`config.mk`:
```
export PLATFORM = sky130hd
export DESIGN_NAME = spi_cmd_decoder
export DESIGN_NICKNAME = d
export VERILOG_FILES = /design/src/rtl/spi_cmd_decoder.sv
export SDC_FILE = /design/constraint.sdc
export NUM_CORES = 1
export LEC_CHECK = 0
export BUFFER_PORTS_ARGS = -buffer_cell sky130_fd_sc_hd__buf_2
export CAP_MARGIN = 20
export CORE_MARGIN = 4
export CORE_UTILIZATION = 53
export CTS_BUF_LIST = sky130_fd_sc_hd__clkbuf_8
export CTS_CLUSTER_SIZE = 30
export DETAILED_ROUTE_END_ITERATION = 10
export MAX_ROUTING_LAYER = met4
export PLACE_DENSITY = 0.78
export SYNTH_ARGS = -nofsm -noshare
export SYNTH_HDL_FRONTEND = slang
export SYNTH_SLANG_ARGS = --single-unit
```
`constraint.sdc`:
```
create_clock -name SPI_CLK -period 1.9 [get_ports SPI_CLK]
set_clock_uncertainty 0.15 [all_clocks]
set_input_delay 0.57 -clock SPI_CLK [delete_from_list [all_inputs] [get_ports SPI_CLK]]
set_output_delay 0.57 -clock SPI_CLK [all_outputs]
set_load 0.02 [all_outputs]
```
`src/rtl/spi_cmd_decoder.sv`:
```
`timescale 1ns/1ps
// spi_cmd_decoder
// SPI mode-0 slave front end for the register bank. SCLK/SCSN/MOSI are
// oversampled in the SPI_CLK domain. Each frame carries a device byte
// {dev[6:0], rw}, then a register address byte, then data bytes as a burst.
// Matched writes produce one write_strobe per data byte. Matched reads return
// register data on MISO. Frames addressed to other chips are ignored.
//
// Ports
//   SPI_CLK      block clock, at least 8x SCLK_IN
//   RST_S1       asynchronous active-high reset
//   SCLK_IN      SPI clock (asynchronous)
//   SCSN_IN      SPI chip select, active-low (asynchronous)
//   MOSI_IN      SPI data from master (asynchronous)
//   MISO_OUT     SPI data to master; 0 whenever MISO_OE is low
//   MISO_OE      MISO pad enable, high only in the data phase of a matched read
//   dev_addr     this chip's bus address
//   address      register address to the register bank
//   data_wr      write data to the register bank
//   write_strobe one-cycle write pulse; address/data_wr stable while high
//   read_strobe  one-cycle read pulse; address stable while high
//   read_data    register bank read data, valid 1 SPI_CLK after read_strobe
module spi_cmd_decoder #(
    parameter logic [6:0]  BROADCAST_ADDR = 7'h7F,
    parameter int unsigned SYNC_STAGES    = 2
) (
    input  logic       SPI_CLK,
    input  logic       RST_S1,
    input  logic       SCLK_IN,
    input  logic       SCSN_IN,
    input  logic       MOSI_IN,
    output logic       MISO_OUT,
    output logic       MISO_OE,
    input  logic [6:0] dev_addr,
    output logic [7:0] address,
    output logic [7:0] data_wr,
    output logic       write_strobe,
    output logic       read_strobe,
    input  logic [7:0] read_data
);

    localparam logic [2:0] ST_IDLE   = 3'd0;
    localparam logic [2:0] ST_DEV    = 3'd1;
    localparam logic [2:0] ST_REG    = 3'd2;
    localparam logic [2:0] ST_DATA   = 3'd3;
    localparam logic [2:0] ST_IGNORE = 3'd4;

    logic [SYNC_STAGES-1:0] sclk_sync_q, sclk_sync_d;
    logic [SYNC_STAGES-1:0] scsn_sync_q, scsn_sync_d;
    logic [SYNC_STAGES-1:0] mosi_sync_q, mosi_sync_d;
    logic       sclk_prev_q, sclk_prev_d;
    logic       scsn_prev_q, scsn_prev_d;
    logic [2:0] state_q, state_d;
    logic [2:0] bit_cnt_q, bit_cnt_d;
    logic [7:0] shift_in_q, shift_in_d;
    logic       read_mode_q, read_mode_d;
    logic [7:0] address_q, address_d;
    logic [7:0] data_wr_q, data_wr_d;
    logic       write_strobe_q, write_strobe_d;
    logic       read_strobe_q, read_strobe_d;
    logic       cap1_q, cap1_d;
    logic       cap2_q, cap2_d;
    logic [7:0] miso_sr_q, miso_sr_d;

    logic       sclk_s, scsn_s, mosi_s;
    logic       rise_det, fall_det, scsn_fall, byte_end, miso_oe;
    logic [7:0] byte_in;

    always_comb begin
        sclk_sync_d = {sclk_sync_q[SYNC_STAGES-2:0], SCLK_IN};
        scsn_sync_d = {scsn_sync_q[SYNC_STAGES-2:0], SCSN_IN};
        mosi_sync_d = {mosi_sync_q[SYNC_STAGES-2:0], MOSI_IN};
        sclk_s      = sclk_sync_q[SYNC_STAGES-1];
        scsn_s      = scsn_sync_q[SYNC_STAGES-1];
        mosi_s      = mosi_sync_q[SYNC_STAGES-1];
        sclk_prev_d = sclk_s;
        scsn_prev_d = scsn_s;
        rise_det    = sclk_s & ~sclk_prev_q;
        fall_det    = ~sclk_s & sclk_prev_q;
        scsn_fall   = scsn_prev_q & ~scsn_s;
        byte_in     = {shift_in_q[6:0], mosi_s};
        byte_end    = rise_det && (bit_cnt_q == 3'd7);
        miso_oe     = (state_q == ST_DATA) && read_mode_q;
    end

    always_comb begin
        state_d        = state_q;
        bit_cnt_d      = bit_cnt_q;
        shift_in_d     = shift_in_q;
        read_mode_d    = read_mode_q;
        address_d      = address_q;
        data_wr_d      = data_wr_q;
        write_strobe_d = 1'b0;
        read_strobe_d  = 1'b0;
        cap1_d         = read_strobe_q;
        cap2_d         = cap1_q;
        miso_sr_d      = miso_sr_q;

        // Post-increment after each write, so the strobe cycle sees the old address.
        if (write_strobe_q) begin
            address_d = address_q + 8'd1;
        end

        if (scsn_s) begin
            state_d   = ST_IDLE;
            bit_cnt_d = 3'd0;
        end else begin
            if (rise_det && (state_q != ST_IDLE)) begin
                shift_in_d = byte_in;
                bit_cnt_d  = bit_cnt_q + 3'd1;
            end
            case (state_q)
                ST_IDLE: begin
                    if (scsn_fall) begin
                        state_d   = ST_DEV;
                        bit_cnt_d = 3'd0;
                    end
                end
                ST_DEV: begin
                    if (byte_end) begin
                        if ((byte_in[7:1] == dev_addr) ||
                            ((byte_in[7:1] == BROADCAST_ADDR) && !byte_in[0])) begin
                            state_d     = ST_REG;
                            read_mode_d = byte_in[0] && (byte_in[7:1] == dev_addr);
                        end else begin
                            state_d = ST_IGNORE;
                        end
                    end
                end
                ST_REG: begin
                    if (byte_end) begin
                        state_d       = ST_DATA;
                        address_d     = byte_in;
                        read_strobe_d = read_mode_q;
                    end
                end
                ST_DATA: begin
                    if (byte_end) begin
                        if (read_mode_q) begin
                            // Prefetch the next register for the following byte.
                            address_d     = address_q + 8'd1;
                            read_strobe_d = 1'b1;
                        end else begin
                            data_wr_d      = byte_in;
                            write_strobe_d = 1'b1;
                        end
                    end
                end
                default: ;
            endcase
        end

        // Load wins over shift. The falling edge that trails a byte's last
        // rise (bit counter back at 0) must not shift, otherwise the freshly
        // loaded MSB would be lost before the master samples it.
        if (cap2_q) begin
            miso_sr_d = read_data;
        end else if (fall_det && (bit_cnt_q != 3'd0) && miso_oe) begin
            miso_sr_d = {miso_sr_q[6:0], 1'b0};
        end
    end

    // Synchronizers reset to 0 on SCSN so that releasing reset mid-frame with
    // chip select still low does not look like a new falling edge.
    always_ff @(posedge SPI_CLK or posedge RST_S1) begin
        if (RST_S1) begin
            sclk_sync_q    <= '0;
            scsn_sync_q    <= '0;
            mosi_sync_q    <= '0;
            sclk_prev_q    <= 1'b0;
            scsn_prev_q    <= 1'b0;
            state_q        <= ST_IDLE;
            bit_cnt_q      <= 3'd0;
            shift_in_q     <= 8'h00;
            read_mode_q    <= 1'b0;
            address_q      <= 8'h00;
            data_wr_q      <= 8'h00;
            write_strobe_q <= 1'b0;
            read_strobe_q  <= 1'b0;
            cap1_q         <= 1'b0;
            cap2_q         <= 1'b0;
            miso_sr_q      <= 8'h00;
        end else begin
            sclk_sync_q    <= sclk_sync_d;
            scsn_sync_q    <= scsn_sync_d;
            mosi_sync_q    <= mosi_sync_d;
            sclk_prev_q    <= sclk_prev_d;
            scsn_prev_q    <= scsn_prev_d;
            state_q        <= state_d;
            bit_cnt_q      <= bit_cnt_d;
            shift_in_q     <= shift_in_d;
            read_mode_q    <= read_mode_d;
            address_q      <= address_d;
            data_wr_q      <= data_wr_d;
            write_strobe_q <= write_strobe_d;
            read_strobe_q  <= read_strobe_d;
            cap1_q         <= cap1_d;
            cap2_q         <= cap2_d;
            miso_sr_q      <= miso_sr_d;
        end
    end

    assign address      = address_q;
    assign data_wr      = data_wr_q;
    assign write_strobe = write_strobe_q;
    assign read_strobe  = read_strobe_q;
    assign MISO_OE      = miso_oe;
    assign MISO_OUT     = miso_oe & miso_sr_q[7];

endmodule

```
After elaboration in Yosys (flattened, before gate mapping)

Cells that the tools add are included.

Bits in registers: 50
Input port bits: 20
Output and inout port bits: 20
Logic and storage cells: 80

Add/sub/neg operators: 2
Eq/ne operators: 9
Mux-type cells: 27
Bitwise gates (word level): 8
Reductions and logical operators: 18

Operator list:

| kind                                                | number |
|---|---|
| 2-to-1 mux 8 bit                                    | 7 |
| 2-to-1 mux 3 bit                                    | 9 |
| one-hot mux 8 bit (2 select lines)                  | 1 |
| AND reduction 4 bit                                 | 3 |
| != test 3 bit, second input constant                | 3 |
| one-hot mux 3 bit (3 select lines)                  | 1 |
| adder 8 x 1 -> 8 bit, second input constant         | 1 |
| 2-to-1 mux 1 bit                                    | 8 |
| equality test 7 bit                                 | 1 |
| equality test 7 bit, second input constant          | 1 |
| logical AND 1 bit                                   | 7 |
| equality test 3 x 2 -> 1 bit, second input constant | 2 |
| nonzero test 3 bit                                  | 2 |
| AND 1 bit                                           | 4 |
| inverter 1 bit                                      | 4 |
| nonzero test 4 bit                                  | 1 |
| adder 3 x 1 -> 3 bit, second input constant         | 1 |
| equality test 3 x 1 -> 1 bit, second input constant | 1 |
| equality test 3 bit, second input constant          | 1 |
| logical NOT 3 bit                                   | 1 |
| one-hot mux 1 bit (2 select lines)                  | 1 |
| AND reduction 2 bit                                 | 1 |
| nonzero test 2 bit                                  | 1 |
| logical NOT 1 bit                                   | 1 |
| logical OR 1 bit                                    | 1 |

Depth between registers and ports, before layout

Gate-level depths: netlist of the first run.

Depth after elaboration: 7
Mapped depth: 7
Mapped depth without buffers: 6

Worst setup path after synthesis of the first run

Ideal clock, no wire load.

Kind: flip-flop to flip-flop
Start: register bit_cnt_q[0]
End: register data_wr_q[0] (netlist: data_wr[0])
Setup time: 0.125 ns
Data arrival time: 1.775 ns
Data required time: 1.625 ns
Setup slack: -0.150 ns
Cell stages (with the launch flop): 7
Buffers on the path: 1
Period minus slack after synthesis: 2.050 ns
Cells stage by stage: dfrtp_1 ha_1 ha_1 nand3b_4 or4_4 buf_6 mux2_4

Cells in the longest elaborated chain, start to end: 3

Ends and longest elaborated chain:

| element                              | line | RTL |
|---|---|---|
| from (decl)                          | 54   | `logic [2:0] bit_cnt_q, bit_cnt_d;` |
| from (signal assigned)               | 190  | `bit_cnt_q <= bit_cnt_d;` |
| equality test 3 bit                  | 82   | `byte_end = rise_det && (bit_cnt_q == 3'd7);` |
| logical AND 1 bit                    | 82   |  |
| AND reduction 4 bit (no source line) | -    |  |
| to (signal assigned)                 | 194  | `data_wr_q <= data_wr_d;` |
| to (decl)                            | 58   | `logic [7:0] data_wr_q, data_wr_d;` |

Every way passes these cells.
A chain may end at the register's enable or synchronous reset.

Final worst setup path of the first run

Start: register state_q[2]
End: output MISO_OUT

Cells in the longest elaborated chain, start to end: 3

Ends and longest elaborated chain:

| element                      | line | RTL |
|---|---|---|
| from (decl)                  | 53   | `logic [2:0] state_q, state_d;` |
| from (signal assigned)       | 189  | `state_q <= state_d;` |
| equality test 3 x 2 -> 1 bit | 83   | `miso_oe = (state_q == ST_DATA) && read_mode_q;` |
| logical AND 1 bit            | 83   |  |
| AND 1 bit                    | 208  | `assign MISO_OUT = miso_oe & miso_sr_q[7];` |
| to (decl)                    | 32   | `output logic MISO_OUT,` |

Every way passes these cells.

==> results of run 1 <==
## critical path: stages (launching register included)
cell      delay (ns)
dfrtp_1         0.42
nand4b_1        0.23
inv_2           0.12
and2_4          0.14
buf_6           0.10
## metrics by stage
stage	hold slack [ns]	std cells	worst slack (ns)	util, %	total power, µW
after CTS	0.1653	369	-0.1034	68.00	2219
after global routing	0.1729	373	-0.2141	70.33	2305
after floorplan	0.1812	239	-0.04238	-	1262
after detailed placement	0.1887	356	-0.02933	63.95	1339
after global placement	0.1822	356	0.02499	63.95	1330
final	0.1484	373	-0.1296	70.33	2213
## cell families (layout without fill, tap and decap cells)
logic type / after synthesis / count (layout) / share of synthesized area (%)
xor+xnor: 16 / 16 / 5.421
flops: 50 / 50 / 48.40
mux: 25 / 25 / 11.42
fa+ha+maj: 4 / 4 / 1.936
compound gates: 49 / 49 / 12.68
simple gates: 72 / 74 / 16.31
buf+inv: 23 / 88 / 3.824
## Yosys cell counts, types with 2 or more instances
cell      instances
a211o_1           2
a211oi_1          3
a21oi_1           5
a31oi_1           3
buf_2             4
clkbuf_1          8
dfrtp_1          50
ha_1              4
inv_1            10
mux2_2            8
mux2_4            7
mux2i_1          10
nand2_1          15
nand2b_1          2
nand3_1           5
nand3b_1          2
nand4_1           6
nand4b_1          4
nor2_1           14
nor2b_1           3
nor3_1            7
nor3b_1           2
nor4b_1           2
o211ai_1          2
o21a_1            2
o21ai_0          16
o221ai_1          2
o22ai_1           2
o32ai_1           3
xnor2_1          12
xor2_1            4
## report_power, final
part / switching, µW / internal, µW
Combinational: 70.7 / 86.1
Sequential: 69.0 / 1100
Clock: 360 / 527
Total: 500 / 1710
## sequential cells by signal, indices dropped and copies added (netlist names)
name / flops
scsn_sync_q: 2
read_strobe: 1
cap1_q: 1
miso_sr_q: 8
mosi_sync_q: 2
shift_in_q: 7
address: 8
sclk_prev_q: 1
state_q: 3
read_mode_q: 1
sclk_sync_q: 2
bit_cnt_q: 3
scsn_prev_q: 1
write_strobe: 1
data_wr: 8
cap2_q: 1
## per-layer routing
layer	part of all wire, %	global-route usage (%)	vias to the layer above
met4	2.8	9.075	0
met1	41	26.87	1058
li1	-	-	1009
met2	50	36.64	79
met5	0	-	-
met3	5.9	3.944	20
## worst paths after layout
path                           startpoint        endpoint  slack, ns  cells past startpoint
setup / recovery               state_q[2]        MISO_OUT      -0.13                      4
hold / removal                     RST_S1      address[3]       0.15                      3
setup reg to reg             bit_cnt_q[0]      data_wr[2]      -0.03                      5
hold reg to reg            scsn_sync_q[0]  scsn_sync_q[1]       0.21                      0
max in group asynchronous          RST_S1    miso_sr_q[2]       1.21                      3
min in group SPI_CLK       scsn_sync_q[0]  scsn_sync_q[1]       0.21                      0
## placed cells by master, fill, tap and decap left out, drive strengths merged, types with 5 or more instances in the layout
cell type and instances:
inv 9, dfrtp 50, mux2 15, o21ai 16, nor2 14, nor3 7, mux2i 10, nand3 5
a21oi 5, nand4 6, xnor2 12, clkbuf 5, buf 70, nand2 15
## area by class of cell
class                      count  share of cell area, %
inverter                      10                  1.243
clock inverter                 3                  2.072
multi-input combinational    168                  40.41
tap                           67                  2.524
timing repair buffer          70                  13.97
clock buffer                   5                  2.072
sequential                    50                  37.70
## timing repair
| action | in CTS | in global routing |
|---|---|---|
| pin swaps | 1 | 3 |
| endpoints found under the setup margin | 17 | 21 |
| buffers inserted | 4 | 4 |
| gates cloned | 1 | 1 |
| gates resized for setup | 9 | 19 |
==> results.ini, run 1 <==
[run_status]
status = finished with violations
violations = setup timing

[sta]
fin_crit_ns = 2.030
period_share_pct = 106.8
rsz0062_at_grt = true
hold_viol = 0
finalSetupViolations = 7
worst_pin_slew_ns = 0.4024
fin_ws_ns = -0.1296
max_freq_mhz = 492.7
drv_slew = 0
tns_ns = -0.3534
slew_headroom_pct = 72.97

[synth]
seq_area_frac_synth_pct = 48.40
synth_area_leader_cell = dfrtp_1
synth_top_area_share_pct = 48.40
syn_avg_cell_area_um2 = 10.82
yosysWarningCount = 0
syn_area_um2 = 2585
synth.area.top_cells = dfrtp_1 (48%), mux2_4 (4.1%), xnor2_1 (4.1%)
synth-async-reset-ratio_pct = 100.0
synth_fp_nets = 263
synth_seq_cells = 50
yosys.cell_types.count = 51
synth_edf_count = 0
synthFlopType = dfrtp_1
synthesis.instances = 239

[floorplanning]
start_util_pct = 54.73
ioPinCount = 40
die_area_um2 = 6058
die_w_um = 77.84
dieHeight_um = 77.84
rows = 25
core_um2 = 4723

[critical_path]
path_max_fanout = 4
cp-end-kind = output pin
worstSetupPathType = register to output pin
start_kind = register
cp.arrival_ns = 1.31
crit_required_ns = 1.18

[routing]
drt-initial-drc-count = 179
dr_total_vias = 2166
drc = 0
totalWireLength_um = 6478
ant_nets = 0
wl_per_cell_um = 17.37
viasPerCell = 5.807
drtPass1Iterations = 4

[clock_tree]
clkSinkCount = 50
h-tree-depth = 2
clk_path_buf_depth = 2
path_clk_slew_ns = 0.10
hold_buffers = 0
clock_latency_ns = 0.31
numCtsBuffers = 5
cts_tree = built
cts-root-buf = clkbuf_8

[cells_and_area]
design_area_um2 = 3322
multi_input_area_um2 = 1343
regArea_um2 = 1252
layout.nets = 329
area_growth_syn_to_layout_pct = 28.51
fillers = 349
drive_above_1_share_pct = 37.91
diodes = 0

[run]
max-cap-violations = 0

[grt]
grt.overflow.total = 0
antenna_found_initial = 0
grt_usage_pct = 22.19
grt_pass1_wl_um = 10330
grt_pass1_vias = 2173
grt_max_degree = 51

[placement]
dpl_cell_area_um2 = 3020
gp_congestion = 0.9244
dp_hpwl_um = 4226
numPortBuffers = 39

[power_and_ir_drop]
p_per_area_nw_per_um2 = 666.1
p_leak_uw = 0.001513
ir_drop_mv = 0.5031

[min_path]
hold_path.class = input port to asynchronous set/reset pin

No activity file was read; power rests on OpenSTA's default activity.
==> inputs of run 2 (changes only) <==
--- a/config.mk
+++ b/config.mk
@@ -7,6 +7,7 @@
 export LEC_CHECK = 0
 export BUFFER_PORTS_ARGS = -buffer_cell sky130_fd_sc_hd__buf_2
 export CAP_MARGIN = 20
+export CORE_ASPECT_RATIO = 0.8
 export CORE_MARGIN = 4
 export CORE_UTILIZATION = 53
 export CTS_BUF_LIST = sky130_fd_sc_hd__clkbuf_8
==> run 2 against run 1 <==
Compared with the run above: the flow still finishes with violations (setup timing); largest cell class unchanged; highest routed layer unchanged; clock power fell by 14%; largest power group unchanged; wire length fell by 2.0%; register-to-register slack got worse by 0.06 ns; hold slack improved by 0.011 ns; count of clock-buffer cells in the layout did not move.
==> results.ini, run 2 (synthesis gave the netlist of run 1 again) <==
[sta]
whs_ns = 0.1589
period_share_pct = 107.8
finalSetupViolations = 10
rsz0062_at_grt = true
max_freq_mhz = 488.3
fin_crit_ns = 2.048
slew_headroom_pct = 69.98
fin_ws_ns = -0.1480
drv_slew = 0
worst_pin_slew_ns = 0.4502
hold_viol = 0

[routing]
drc = 0
drt-initial-drc-count = 154
totalWireLength_um = 6349
drtPass1Iterations = 4
viasPerCell = 5.830
dr_total_vias = 2192
ant_nets = 0
wl_per_cell_um = 16.89

[cells_and_area]
design_area_um2 = 3381
diodes = 0
mostFrequentLayoutCells = dfrtp_1 (48), buf_4 (39), buf_2 (37)
final_common_cell = dfrtp_1
layout.nets = 339
area_growth_syn_to_layout_pct = 30.78
drive_above_1_share_pct = 41.46
fin_util_pct = 72.67

[placement]
dp_slack_ns = -0.04245
numPortBuffers = 39
dpl_cell_area_um2 = 3049
dp_hpwl_um = 4295
gp_congestion = 0.8393

[min_path]
hold_path.class = input port to asynchronous set/reset pin

[clock_tree]
path_clk_slew_ns = 0.09
numCtsBuffers = 5
clock_latency_ns = 0.31
h-tree-depth = 2
cts_tree = built
clk_path_buf_depth = 2
cts-root-buf = clkbuf_8
clkSinkCount = 50

[run]
max-cap-violations = 0

[floorplanning]
start_util_pct = 55.57
ioPinCount = 40
core_um2 = 4652
dieHeight_um = 70.47
rows = 22
die_area_um2 = 6066
die_w_um = 86.08

[grt]
grt_usage_pct = 22.26
antenna_found_initial = 0
grt_pass1_wl_um = 10290
grt_pass1_vias = 2164
grt_max_degree = 51
grt.overflow.total = 0

[run_status]
violations = setup timing
status = finished with violations

[critical_path]
cp.arrival_ns = 1.33
start_kind = register
path_max_fanout = 3
ff2ff_setup_slack_ns = -0.09
crit_required_ns = 1.18
cp-end-kind = output pin
worstSetupPathType = register to output pin

[power_and_ir_drop]
total_power_uw = 2113
ir_drop_mv = 0.5432
p_leak_uw = 0.001548
p_per_area_nw_per_um2 = 625.0

-- run 2: final cells by class --
cell class	instances	area, µm²
inverter	10	41.29
clock inverter	3	45.04
tap	60	75.07
sequential	50	1254
clock buffer	5	68.82
fill	337	1271
timing repair buffer	81	543.0
multi-input combinational	167	1354
-- run 2: path summary, 6_finish.rpt --
| kind | start | endpoint | cells past startpoint |
|---|---|---|---|
| hold / removal | RST_S1 | miso_sr_q[0] | 3 |
| max in group asynchronous | RST_S1 | scsn_sync_q[1] | 3 |
| min in group SPI_CLK | SCSN_IN | scsn_sync_q[0] | 1 |
| setup reg to reg | state_q[2] | data_wr[4] | 5 |
| setup / recovery | state_q[2] | MISO_OUT | 4 |
| hold reg to reg | mosi_sync_q[0] | mosi_sync_q[1] | 0 |
-- run 2: what timing repair did --
action | 4_1_cts | 5_1_grt
gates resized for setup | 11 | 25
setup endpoints to repair | 20 | 28
cloned | 1 | 0
pin swaps | 3 | 10
hold buffers | 0 | 0
setup buffers | 6 | 7
-- run 2: critical path, stage by stage, from the launching register on --
cell	delay, ns
dfrtp_1	0.39
nand4b_1	0.27
inv_2	0.12
and2_4	0.14
buf_6	0.10
-- run 2: per-layer routing --
metal	global-route usage [%]	vias up	share of wire, %
met3	4.953	12	6.8
met4	6.327	0	1.6
li1	-	1022	-
met2	34.39	77	49
met5	-	-	0
met1	29.46	1081	43
-- run 2: where the power goes --
group | internal [µW] | switching [µW] | total, µW
logic | 104 | 91.8 | 196
clock network | 392 | 375 | 767
registers | 1100 | 49.4 | 1150
-- run 2: per-stage QoR --
| stage | instances | TNS (ns) |
|---|---|---|
| floorplan | 239 | -0.2967 |
| global placement | 354 | -0.03530 |
| detailed placement | 354 | -0.2821 |
| CTS | 369 | -0.4372 |
| global route | 376 | -1.750 |
| finish | 376 | -0.8021 |
==> inputs of run 3 (changes only) <==
--- a/config.mk
+++ b/config.mk
@@ -18,3 +18,4 @@
 export SYNTH_ARGS = -nofsm -noshare
 export SYNTH_HDL_FRONTEND = slang
 export SYNTH_SLANG_ARGS = --single-unit
+export TNS_END_PERCENT = 20
==> run 3 against run 2 <==
Compared with the run above: the flow still finishes with violations (setup timing); setup slack better by 0.016 ns; sequential cell count stayed put; final cell count is 1.9% lower; first-iteration DRC count stayed put; critical path depth stayed put; count of clock-buffer cells in the layout stayed put; wire length is 5.4% lower; highest routed layer unchanged.
==> results.ini, run 3 (synthesis gave the netlist of run 1 again) <==
[run_status]
status = finished with violations
violations = setup timing

[cells_and_area]
layout.nets = 332
final_common_cell = dfrtp_1
drive_above_1_share_pct = 39.16
mostFrequentLayoutCells = dfrtp_1 (49), buf_2 (37), buf_4 (33)
area_growth_syn_to_layout_pct = 27.78
diodes = 0

[grt]
grt_pass1_wl_um = 10060
grt_max_degree = 51
grt.overflow.total = 0
grt_pass1_vias = 2143
antenna_found_initial = 0
grt_usage_pct = 21.75

[sta]
worst_pin_slew_ns = 0.4507
tns_ns = -0.7359
period_share_pct = 107.0
fin_ws_ns = -0.1323
max_freq_mhz = 492.1
hold_viol = 0
rsz0062_at_grt = true
slew_headroom_pct = 69.96
whs_ns = 0.1599
fin_crit_ns = 2.032
drv_slew = 0
finalSetupViolations = 11

[routing]
wl_per_cell_um = 16.27
ant_nets = 0
totalWireLength_um = 6005
drtPass1Iterations = 5
viasPerCell = 5.759
dr_total_vias = 2125
drt-initial-drc-count = 154
drc = 0

[critical_path]
ff2ff_setup_slack_ns = -0.07
crit_required_ns = 1.18
cp-end-kind = output pin
ff2ff_path_depth = 5
r2r_end = data_wr[1]
path_max_fanout = 3
r2r_start = bit_cnt_q[1]
start_kind = register
worstSetupPathType = register to output pin
path_cells = nand4b_1, inv_2, and2_4, buf_6
crit_slowest_cell = dfrtp_1
cp_slowest_stage_delay_ns = 0.39
cp.arrival_ns = 1.31
crit_start = state_q[2]

[placement]
dp_hpwl_um = 4295
dp_slack_ns = -0.04245
numPortBuffers = 39
gp_congestion = 0.8393

[run]
max-cap-violations = 0

[floorplanning]
dieHeight_um = 70.47
core_um2 = 4652
start_util_pct = 55.57
rows = 22
ioPinCount = 40
die_w_um = 86.08
die_area_um2 = 6066

[clock_tree]
cts_tree = built
clk_path_buf_depth = 2
hold_buffers = 0
numCtsBuffers = 5
clock_latency_ns = 0.31
h-tree-depth = 2
clkSinkCount = 50
cts-root-buf = clkbuf_8
path_clk_slew_ns = 0.09

[min_path]
hold_path.class = input port to asynchronous set/reset pin

[power_and_ir_drop]
p_per_area_nw_per_um2 = 639.1
clockPowerShare_pct = 36.2
combPwrFrac_pct = 9.3
ir_drop_mv = 0.5432
swShare_pct = 24.37
p_seq_share_pct = 54.5
p_leak_uw = 0.001505
intPower_uw = 1596
p_switching_uw = 514.5

==> run 3: area by class of cell <==
type,instances,area [µm²]
sequential,50,1252
inverter,10,41.29
clock inverter,3,45.04
clock buffer,5,68.82
tap,60,75.07
multi-input combinational,166,1323
timing repair buffer,75,498.0
fill,351,1349
==> run 3: worst max-delay path by stage <==
stage          cells past startpoint  slack (ns)          to
2_1_floorplan                      6       -0.04  data_wr[0]
3_3_place_gp                       5      -0.006  data_wr[6]
3_5_place_dp                       5       -0.04  data_wr[4]
4_1_cts                            4       -0.11    MISO_OUT
5_1_grt                            4       -0.20    MISO_OUT
6_report                           4       -0.13    MISO_OUT
==> run 3: stage by stage <==
stage	total power, µW	cells	utilization [%]	instance area (µm²)
floorplan	1262	239	-	2608
global placement	1354	354	65.55	3049
detailed placement	1363	354	65.55	3049
CTS	2117	368	69.66	3241
global route	2205	369	71.01	3303
finish	2111	369	71.01	3303
==> run 3: critical path, delay by kind of cell (launching register included) <==
family | cells | cell delay [ns]
buffers and inverters | 2 | 0.21
DFF | 1 | 0.39
and+or+nand+nor | 2 | 0.40
==> run 3: power by group through the flow <==
stage | Sequential (µW) | Combinational [µW] | Clock (µW)
floorplan | 1160 | 101 | 0
global placement | 1170 | 186 | 0
detailed placement | 1170 | 194 | 0
CTS | 1150 | 195 | 774
global route | 1160 | 218 | 830
finish | 1150 | 197 | 764
==> run 3: what timing repair did <==
action / CTS / global route
setup endpoints to repair: 20 / 28
resized for setup: 10 / 21
buffers inserted: 6 / 1
pin swaps: 3 / 3
hold endpoints to repair: 0 / 0
==> run 3: layer usage <==
metal | vias to the layer above | global-route usage [%] | wire length, µm
met5 | - | - | 0
met4 | 0 | 5.975 | 61
met3 | 5 | 4.953 | 353
met2 | 71 | 34.05 | 2924
met1 | 1044 | 28.41 | 2666
li1 | 1005 | - | -
